## src/rtl/ccff_pkg.sv

```systemverilog
// ccff_pkg: shared state type and default sizes for the configuration-chain loader
package ccff_pkg;
  typedef enum logic [1:0] {IDLE, LOAD, VERIFY, DONE} state_t;
  localparam int NUM_CHAINS_DEF = 10;
  localparam int CHAIN_LEN_DEF = 1024;
  localparam int MISMATCH_CNT_W = 16;
endpackage

```

## src/rtl/ccff_tail_checker.sv

```systemverilog
// ccff_tail_checker: readback compare of chain tails against the beat being shifted in
//   clr            clears all error fields (new load launched)
//   en             a verify-pass beat is being shifted this cycle
//   head/tail      chain input bits driven this cycle / chain output bits from fabric
//   beat           index of the beat currently on head
//   mismatch, mismatch_cnt (saturating), first_err_beat  error summary
module ccff_tail_checker
  import ccff_pkg::*;
#(
  parameter int NUM_CHAINS = NUM_CHAINS_DEF,
  parameter int CNT_W = 11
) (
  input  logic                      clk,
  input  logic                      rst_n,
  input  logic                      clr,
  input  logic                      en,
  input  logic [NUM_CHAINS-1:0]     head,
  input  logic [NUM_CHAINS-1:0]     tail,
  input  logic [CNT_W-1:0]          beat,
  output logic                      mismatch,
  output logic [MISMATCH_CNT_W-1:0] mismatch_cnt,
  output logic [CNT_W-1:0]          first_err_beat
);
  logic err;
  assign err = en && (head != tail);
  always_ff @(posedge clk or negedge rst_n) begin
    if (!rst_n) begin
      mismatch       <= 1'b0;
      mismatch_cnt   <= '0;
      first_err_beat <= '0;
    end else if (clr) begin
      mismatch       <= 1'b0;
      mismatch_cnt   <= '0;
      first_err_beat <= '0;
    end else if (err) begin
      mismatch       <= 1'b1;
      mismatch_cnt   <= &mismatch_cnt ? mismatch_cnt : mismatch_cnt + MISMATCH_CNT_W'(1);
      first_err_beat <= mismatch ? first_err_beat : beat;
    end
  end
endmodule

```

## src/rtl/ccff_bitstream_loader.sv

```systemverilog
// ccff_bitstream_loader: shifts a beat-per-cycle bitstream into parallel config chains, with optional readback verify
//   start/verify        launch a load (verify=1 adds a second, compared pass)
//   s_data/s_valid/s_ready  one bit per chain per accepted beat
//   ccff_head/prog_clk_en   registered chain inputs and shift enable to the fabric
//   ccff_tail               chain outputs from the fabric
//   config_enable/cfg_done/busy  configuration status
//   mismatch/mismatch_cnt/first_err_beat  verify-pass error summary
module ccff_bitstream_loader
  import ccff_pkg::*;
#(
  parameter int NUM_CHAINS = NUM_CHAINS_DEF,
  parameter int CHAIN_LEN = CHAIN_LEN_DEF,
  localparam int CNT_W = $clog2(CHAIN_LEN + 1)
) (
  input  logic                      clk,
  input  logic                      rst_n,
  input  logic                      start,
  input  logic                      verify,
  input  logic [NUM_CHAINS-1:0]     s_data,
  input  logic                      s_valid,
  output logic                      s_ready,
  output logic [NUM_CHAINS-1:0]     ccff_head,
  input  logic [NUM_CHAINS-1:0]     ccff_tail,
  output logic                      prog_clk_en,
  output logic                      config_enable,
  output logic                      cfg_done,
  output logic                      busy,
  output logic                      mismatch,
  output logic [MISMATCH_CNT_W-1:0] mismatch_cnt,
  output logic [CNT_W-1:0]          first_err_beat
);
  state_t state, state_nx;
  logic [CNT_W-1:0] beat_cnt, head_beat;
  logic verify_q, chk_q, launch, accept, last;
  assign launch = start && (state == IDLE || state == DONE);
  assign accept = s_valid && s_ready;
  assign last = accept && beat_cnt == CNT_W'(CHAIN_LEN - 1);
  always_ff @(posedge clk or negedge rst_n) begin
    if (!rst_n) state <= IDLE;
    else state <= state_nx;
  end
  always_comb begin
    state_nx = launch ? LOAD
             : (state == LOAD && last) ? (verify_q ? VERIFY : DONE)
             : (state == VERIFY && last) ? DONE
             : state;
  end
  // The last beat's shift pulse lands in the first cycle after LOAD/VERIFY, so
  // config_enable is stretched over it and cfg_done waits until it has passed.
  always_comb begin
    s_ready = state == LOAD || state == VERIFY;
    busy = s_ready;
    config_enable = s_ready || prog_clk_en;
    cfg_done = state == DONE && !prog_clk_en;
  end
  always_ff @(posedge clk or negedge rst_n) begin
    if (!rst_n) begin
      ccff_head   <= '0;
      prog_clk_en <= 1'b0;
      chk_q       <= 1'b0;
      head_beat   <= '0;
      beat_cnt    <= '0;
      verify_q    <= 1'b0;
    end else begin
      prog_clk_en <= accept;
      chk_q       <= accept && state == VERIFY;
      ccff_head   <= accept ? s_data : ccff_head;
      head_beat   <= accept ? beat_cnt : head_beat;
      verify_q    <= launch ? verify : verify_q;
      beat_cnt    <= (launch || last) ? '0 : accept ? beat_cnt + CNT_W'(1) : beat_cnt;
    end
  end
  ccff_tail_checker #(.NUM_CHAINS(NUM_CHAINS), .CNT_W(CNT_W)) u_chk (
    .clk            (clk),
    .rst_n          (rst_n),
    .clr            (launch),
    .en             (chk_q),
    .head           (ccff_head),
    .tail           (ccff_tail),
    .beat           (head_beat),
    .mismatch       (mismatch),
    .mismatch_cnt   (mismatch_cnt),
    .first_err_beat (first_err_beat)
  );
endmodule

```

## config.mk

```make
export PLATFORM = sky130hd
export DESIGN_NAME = ccff_bitstream_loader
export DESIGN_NICKNAME = d
export VERILOG_FILES = /design/src/rtl/ccff_pkg.sv /design/src/rtl/ccff_tail_checker.sv /design/src/rtl/ccff_bitstream_loader.sv
export SDC_FILE = /design/constraint.sdc
export NUM_CORES = 1
export LEC_CHECK = 0
export BUFFER_PORTS_ARGS = -buffer_cell sky130_fd_sc_hd__buf_2
export CORE_MARGIN = 2
export CORE_UTILIZATION = 41
export CTS_BUF_LIST = sky130_fd_sc_hd__clkbuf_8
export DETAILED_ROUTE_END_ITERATION = 16
export GPL_ROUTABILITY_DRIVEN = 0
export PLACE_DENSITY_LB_ADDON = 0.08
export SYNTH_ARGS = -nofsm -noshare
export SYNTH_HDL_FRONTEND = slang
export SYNTH_SLANG_ARGS = --single-unit
```

## constraint.sdc

```tcl
create_clock -name clk -period 5 [get_ports clk]
set_input_delay 0.25 -clock clk [delete_from_list [all_inputs] [get_ports clk]]
set_output_delay 0.25 -clock clk [all_outputs]
set_load 0.02 [all_outputs]
```

* Word level (Yosys, flattened, before mapping)
Cells that the tools add are included.
Cells by class: equality and inequality tests 7, muxes and demuxes 14, reduce and logical (&&, ||, !) cells 20, add/sub/neg operators 2
Operators by type and width (count):
- 11-bit 2-to-1 mux | 5
- 16-bit 2-to-1 mux | 3
- 16-bit by 1-bit adder with 16-bit output (second input constant) | 1
- 16-bit AND reduction | 1
- 11-bit by 1-bit adder with 11-bit output (second input constant) | 1
- 11-bit by 10-bit == test with 1-bit output (second input constant) | 1
- 10-bit inequality test | 1
- 1-bit logical AND | 8
- 2-bit 2-to-1 mux | 3
- 2-bit == test (second input constant) | 2
- 1-bit logical OR | 4
- 2-bit inequality test (second input constant) | 2
- 2-bit AND reduction | 2
- 2-bit nonzero test | 2
- 1-bit 2-to-1 mux | 3
- 3-bit nonzero test | 1
- 2-bit by 1-bit == test with 1-bit output (second input constant) | 1
- 2-bit zero test | 1
- 1-bit zero test | 1
Word-level totals: logic and storage cells 53, input port bits 25, output and inout bits 43, register bits 65

* Logic depth before layout (Yosys ltp)
depth after elaboration 8, depth in mapped cells 9, gate-level depth less buffers 7

* By module
A second synthesis with hierarchy kept.
Unflattened totals: cells, all modules 323, area, all modules 3136.8 um2
Modules (own cells, without submodules):
- ccff_bitstream_loader | sequential area each 925.9 um2, cells each 169, times used 1, area an instance 1591.5 um2
- ccff_tail_checker | sequential area each 700.7 um2, cells each 154, times used 1, area an instance 1545.2 um2

* Worst setup path before layout
OpenSTA, ideal clock, no wires.
path type register to register, start point reg state[0], end point reg beat_cnt[1], stages on the path, launching flop included 9, path buffers 2, period minus slack after synthesis 2219 ps, setup slack 2781 ps, data required time 4878 ps, setup time 122 ps, arrival 2097 ps, path through dfrtp_1 > inv_1 > ha_1 > nand2b_4 > buf_6 > or3_1 > clkbuf_1 > or3_1 > a32o_1
Between the ends: longest elaborated chain between the ends 6, elaborated cells between the ends (all ways) 12, those cells by class eq/ne: 3; mux: 1; reduce/logical: 8
Ends and longest elaborated chain:
- from (decl) | RTL line ccff_bitstream_loader.sv:32 | state_t state, state_nx;
- from (signal assigned) | RTL line ccff_bitstream_loader.sv:40 | else state <= state_nx;
- 2-bit by 1-bit == test with 1-bit output / 2-bit == test (equally long branches) | RTL line ccff_bitstream_loader.sv:51 | s_ready = state == LOAD || state == VERIFY;
- 1-bit logical OR | RTL line ccff_bitstream_loader.sv:51
- 1-bit logical AND | RTL line ccff_bitstream_loader.sv:36 | assign accept = s_valid && s_ready;
- 1-bit logical AND | RTL line ccff_bitstream_loader.sv:37 | assign last = accept && beat_cnt == CNT_W'(CHAIN_LEN - 1);
- 1-bit logical OR | RTL line ccff_bitstream_loader.sv:70 | beat_cnt <= (launch || last) ? '0 : accept ? beat_cnt + CNT_W'(1) : beat_cnt;
- 11-bit 2-to-1 mux / 2-bit nonzero test (equally long branches)
- to (signal assigned) | RTL line ccff_bitstream_loader.sv:70
- to (decl) | RTL line ccff_bitstream_loader.sv:33 | logic [CNT_W-1:0] beat_cnt, head_beat;
Parallel ways exist; a longest one is shown, timed or not. A chain may end at the register's enable or synchronous reset.

* Worst setup path in the final report
start point reg state[0], end point reg beat_cnt[3]
Same word-level chain as after synthesis.

==> flow_metrics.tcl <==
set metrics [dict create \
    layout.cells.most_common "nand2_1" \
    drc 0 \
    hold_viol 0 \
    num_vias 2631 \
    portBuffers 67 \
    rows 31 \
    grt_usage_pct 18.2 \
    cp_common_cell "or3_1" \
    critPathArrivalTime_ns 2.59 \
    wirelength_mm 7.10 \
    synth_top_cell_by_area "dfrtp_1" \
    drive_gt1_share_pct 22.0 \
    antennaDiodeCount 0 \
    dpl.hpwl_mm 4.82 \
    cap_violations 0 \
    cts_setup_buffers 0 \
    final_nets 439 \
    first_pass_iters 4 \
    cts_resized 0 \
    fin_worst_skew_ns 0.0124 \
    place_ws_ns 2.63 \
    ant_nets 0 \
    p_leak_uw 0.00184 \
    syn_area_per_cell_um2 9.07 \
    start_util_pct 42.8 \
    clock_latency_ns 0.33 \
    worstHoldPathType "primary input to async pin" \
    setup_violations 0 \
    hold_buffers 0 \
    rsz0062_at_grt "false" \
    clkTransAtPathRegs_ns 0.07 \
    r2r_slack_ns 2.61 \
    cts.sinks 65 \
    synth_edf_count 0 \
    fin_ws_ns 2.61 \
    period_minus_slack_ns 2.39 \
    status "complete, no violations" \
    seq_area_frac_synth_pct 51.5 \
    report.final.slew_viol_count 0 \
    core_area_um2 7370 \
    chipHeight_um 91.7 \
    pwr_density_cell_nw_per_um2 426 \
    yosysWarnings 0 \
    synth_cell_types 45 \
    wl_per_cell_um 13.9 \
    path_max_fanout 28 \
    critPathCaptureType "flop" \
    startpoint_type "flop" \
    tritoncts "built" \
    routed_via_density 5.14 \
    cts-root-buf "clkbuf_8" \
    slew_headroom_pct 45.8 \
    gr-total-overflow 0 \
    synth_compound_area_share_pct 10.3 \
    htreeDepth 3 \
    path_buf_inv 1 \
    ys_dominant_reg_cell "dfrtp_1" \
    fmax_ghz 0.418 \
    tightest_slew_ns 0.812 \
    yosys.area_share.simple_pct 28.1 \
    cp_top_family "simple AND/OR/NAND/NOR gates" \
    clk_path_buf_depth 2 \
    setup-tns-final_ns 0 \
    die-area_um2 8420 \
    cts_inserted_buffers 9 \
    critPathMaxStageDelay_ns 0.51 \
    syn_area_um2 3160 \
    period_share_pct 47.9 \
    areaGrowthSynthToFinish_pct 17.7 \
    worstPathRequired_ns 5.20 \
    mostFrequentLayoutCells "nand2_1, buf_2, dfrtp_1, o21ai_0, nand3_1" \
    async_reset_ff_share_pct 100 \
    yosysTopAreaCellShare_pct 51.5 \
    drt-initial-drc-count 123 \
    synth_fa_ha_area_share_pct 1.98 \
    ys_ff_latch 65 \
    io_pins 68 \
    grt_pass1_vias 2458 \
    crit_path_cell_trace "inv_1 > ha_1 > nand2b_4 > or3_1 > or3_1 > a21oi_1 > o32ai_1" \
    max-vdd-ir-drop_uv 368 \
    synth_xor_area_share_pct 3.33 \
    grt_pass1_wl_mm 12.2 \
    synth_top_family_by_area "simple AND/OR/NAND/NOR gates" \
    antenna_found_initial 0 \
    synthMuxAreaShare_pct 0.674 \
    crit_type "flop to flop" \
    synthTopCellsByArea "dfrtp_1, nand2_1, o21ai_0, nand3_1, xor2_1" \
    die_x_um 91.7 \
    syn_nets 378 \
    syn-instance-count 348 \
    grt_max_degree 66 \
    slowest_stage "or3_1" \
]
cell type report:
| type | count | area [um2] |
|---|---|---|
| Fill cell | 723 | 3650 |
| Sequential cell | 65 | 1630 |
| Multi-Input combinational cell | 257 | 1410 |
| Timing Repair Buffer | 70 | 358 |
| Clock buffer | 9 | 124 |
| Tap cell | 99 | 124 |
| Clock inverter | 6 | 53.8 |
| Inverter | 6 | 22.5 |
logic make-up (layout without fill, tap and decap cells):
kind of cell    Yosys count  in the layout
fa+ha+maj                 5              5
compound gates           55             55
mux                       2              2
simple gates            183            183
flops                    65             65
xor+xnor                 12             12
buf+inv                  26             91
sequential cells by signal, summed over array words and instances (netlist names):
name                  count
head_beat                11
u_chk.first_err_beat     11
chk_q                     1
state                     2
ccff_head                10
u_chk.mismatch_cnt       16
verify_q                  1
beat_cnt                 11
prog_clk_en               1
u_chk.mismatch            1
through the flow:
stage | hold slack [ns] | power, uW | utilization, % | cells | cell area [um2]
floorplan | -0.0456 | 1040 | - | 348 | 3160
global placement | 0.439 | 1190 | 48.0 | 497 | 3540
detailed placement | 0.445 | 1190 | 48.0 | 497 | 3540
CTS | 0.0859 | 1610 | 50.4 | 512 | 3720
global route | 0.0870 | 1700 | 50.4 | 512 | 3720
finish | 0.0786 | 1580 | 50.4 | 512 | 3720
Yosys cell counts (4+ instances only):
cell type  count
nand4_1       13
nor3_1         5
nor2_1        13
o21ai_0       27
nand2_1       95
or4_1          4
clkbuf_1      11
or3_1         11
a21oi_1       12
inv_1          6
ha_1           5
dfrtp_1       65
nand3_1       20
xor2_1        11
nor4_1         5
path summary, 6_finish.rpt:
path | to | cells past startpoint | from
min in group clk | ccff_head[7] | 3 | s_data[7]
worst min-delay path | u_chk.mismatch_cnt[8] | 2 | rst_n
worst min register to register | head_beat[0] | 2 | head_beat[0]
worst max-delay path | beat_cnt[3] | 7 | state[0]
worst max register to register | beat_cnt[3] | 7 | state[0]
max in group asynchronous | head_beat[8] | 2 | rst_n
power by group:
| group | internal [uW] | total, uW | switching (uW) |
|---|---|---|---|
| clock | 221 | 406 | 185 |
| combinational | 150 | 429 | 279 |
| sequential | 635 | 747 | 113 |
| total | 1010 | 1580 | 577 |
routing by layer:
metal  vias to the layer above  share of wire, %  global-route usage (%)  wire, um
met1                      1230                47                    24.1      3310
met3                         2               5.3                    5.75       373
met5                         -                 0                       0         0
met2                        65                48                    29.2      3380
li1                       1334                 -                       -         -
met4                         0              0.59                    4.10        42
(Power assumes the default switching activity.)
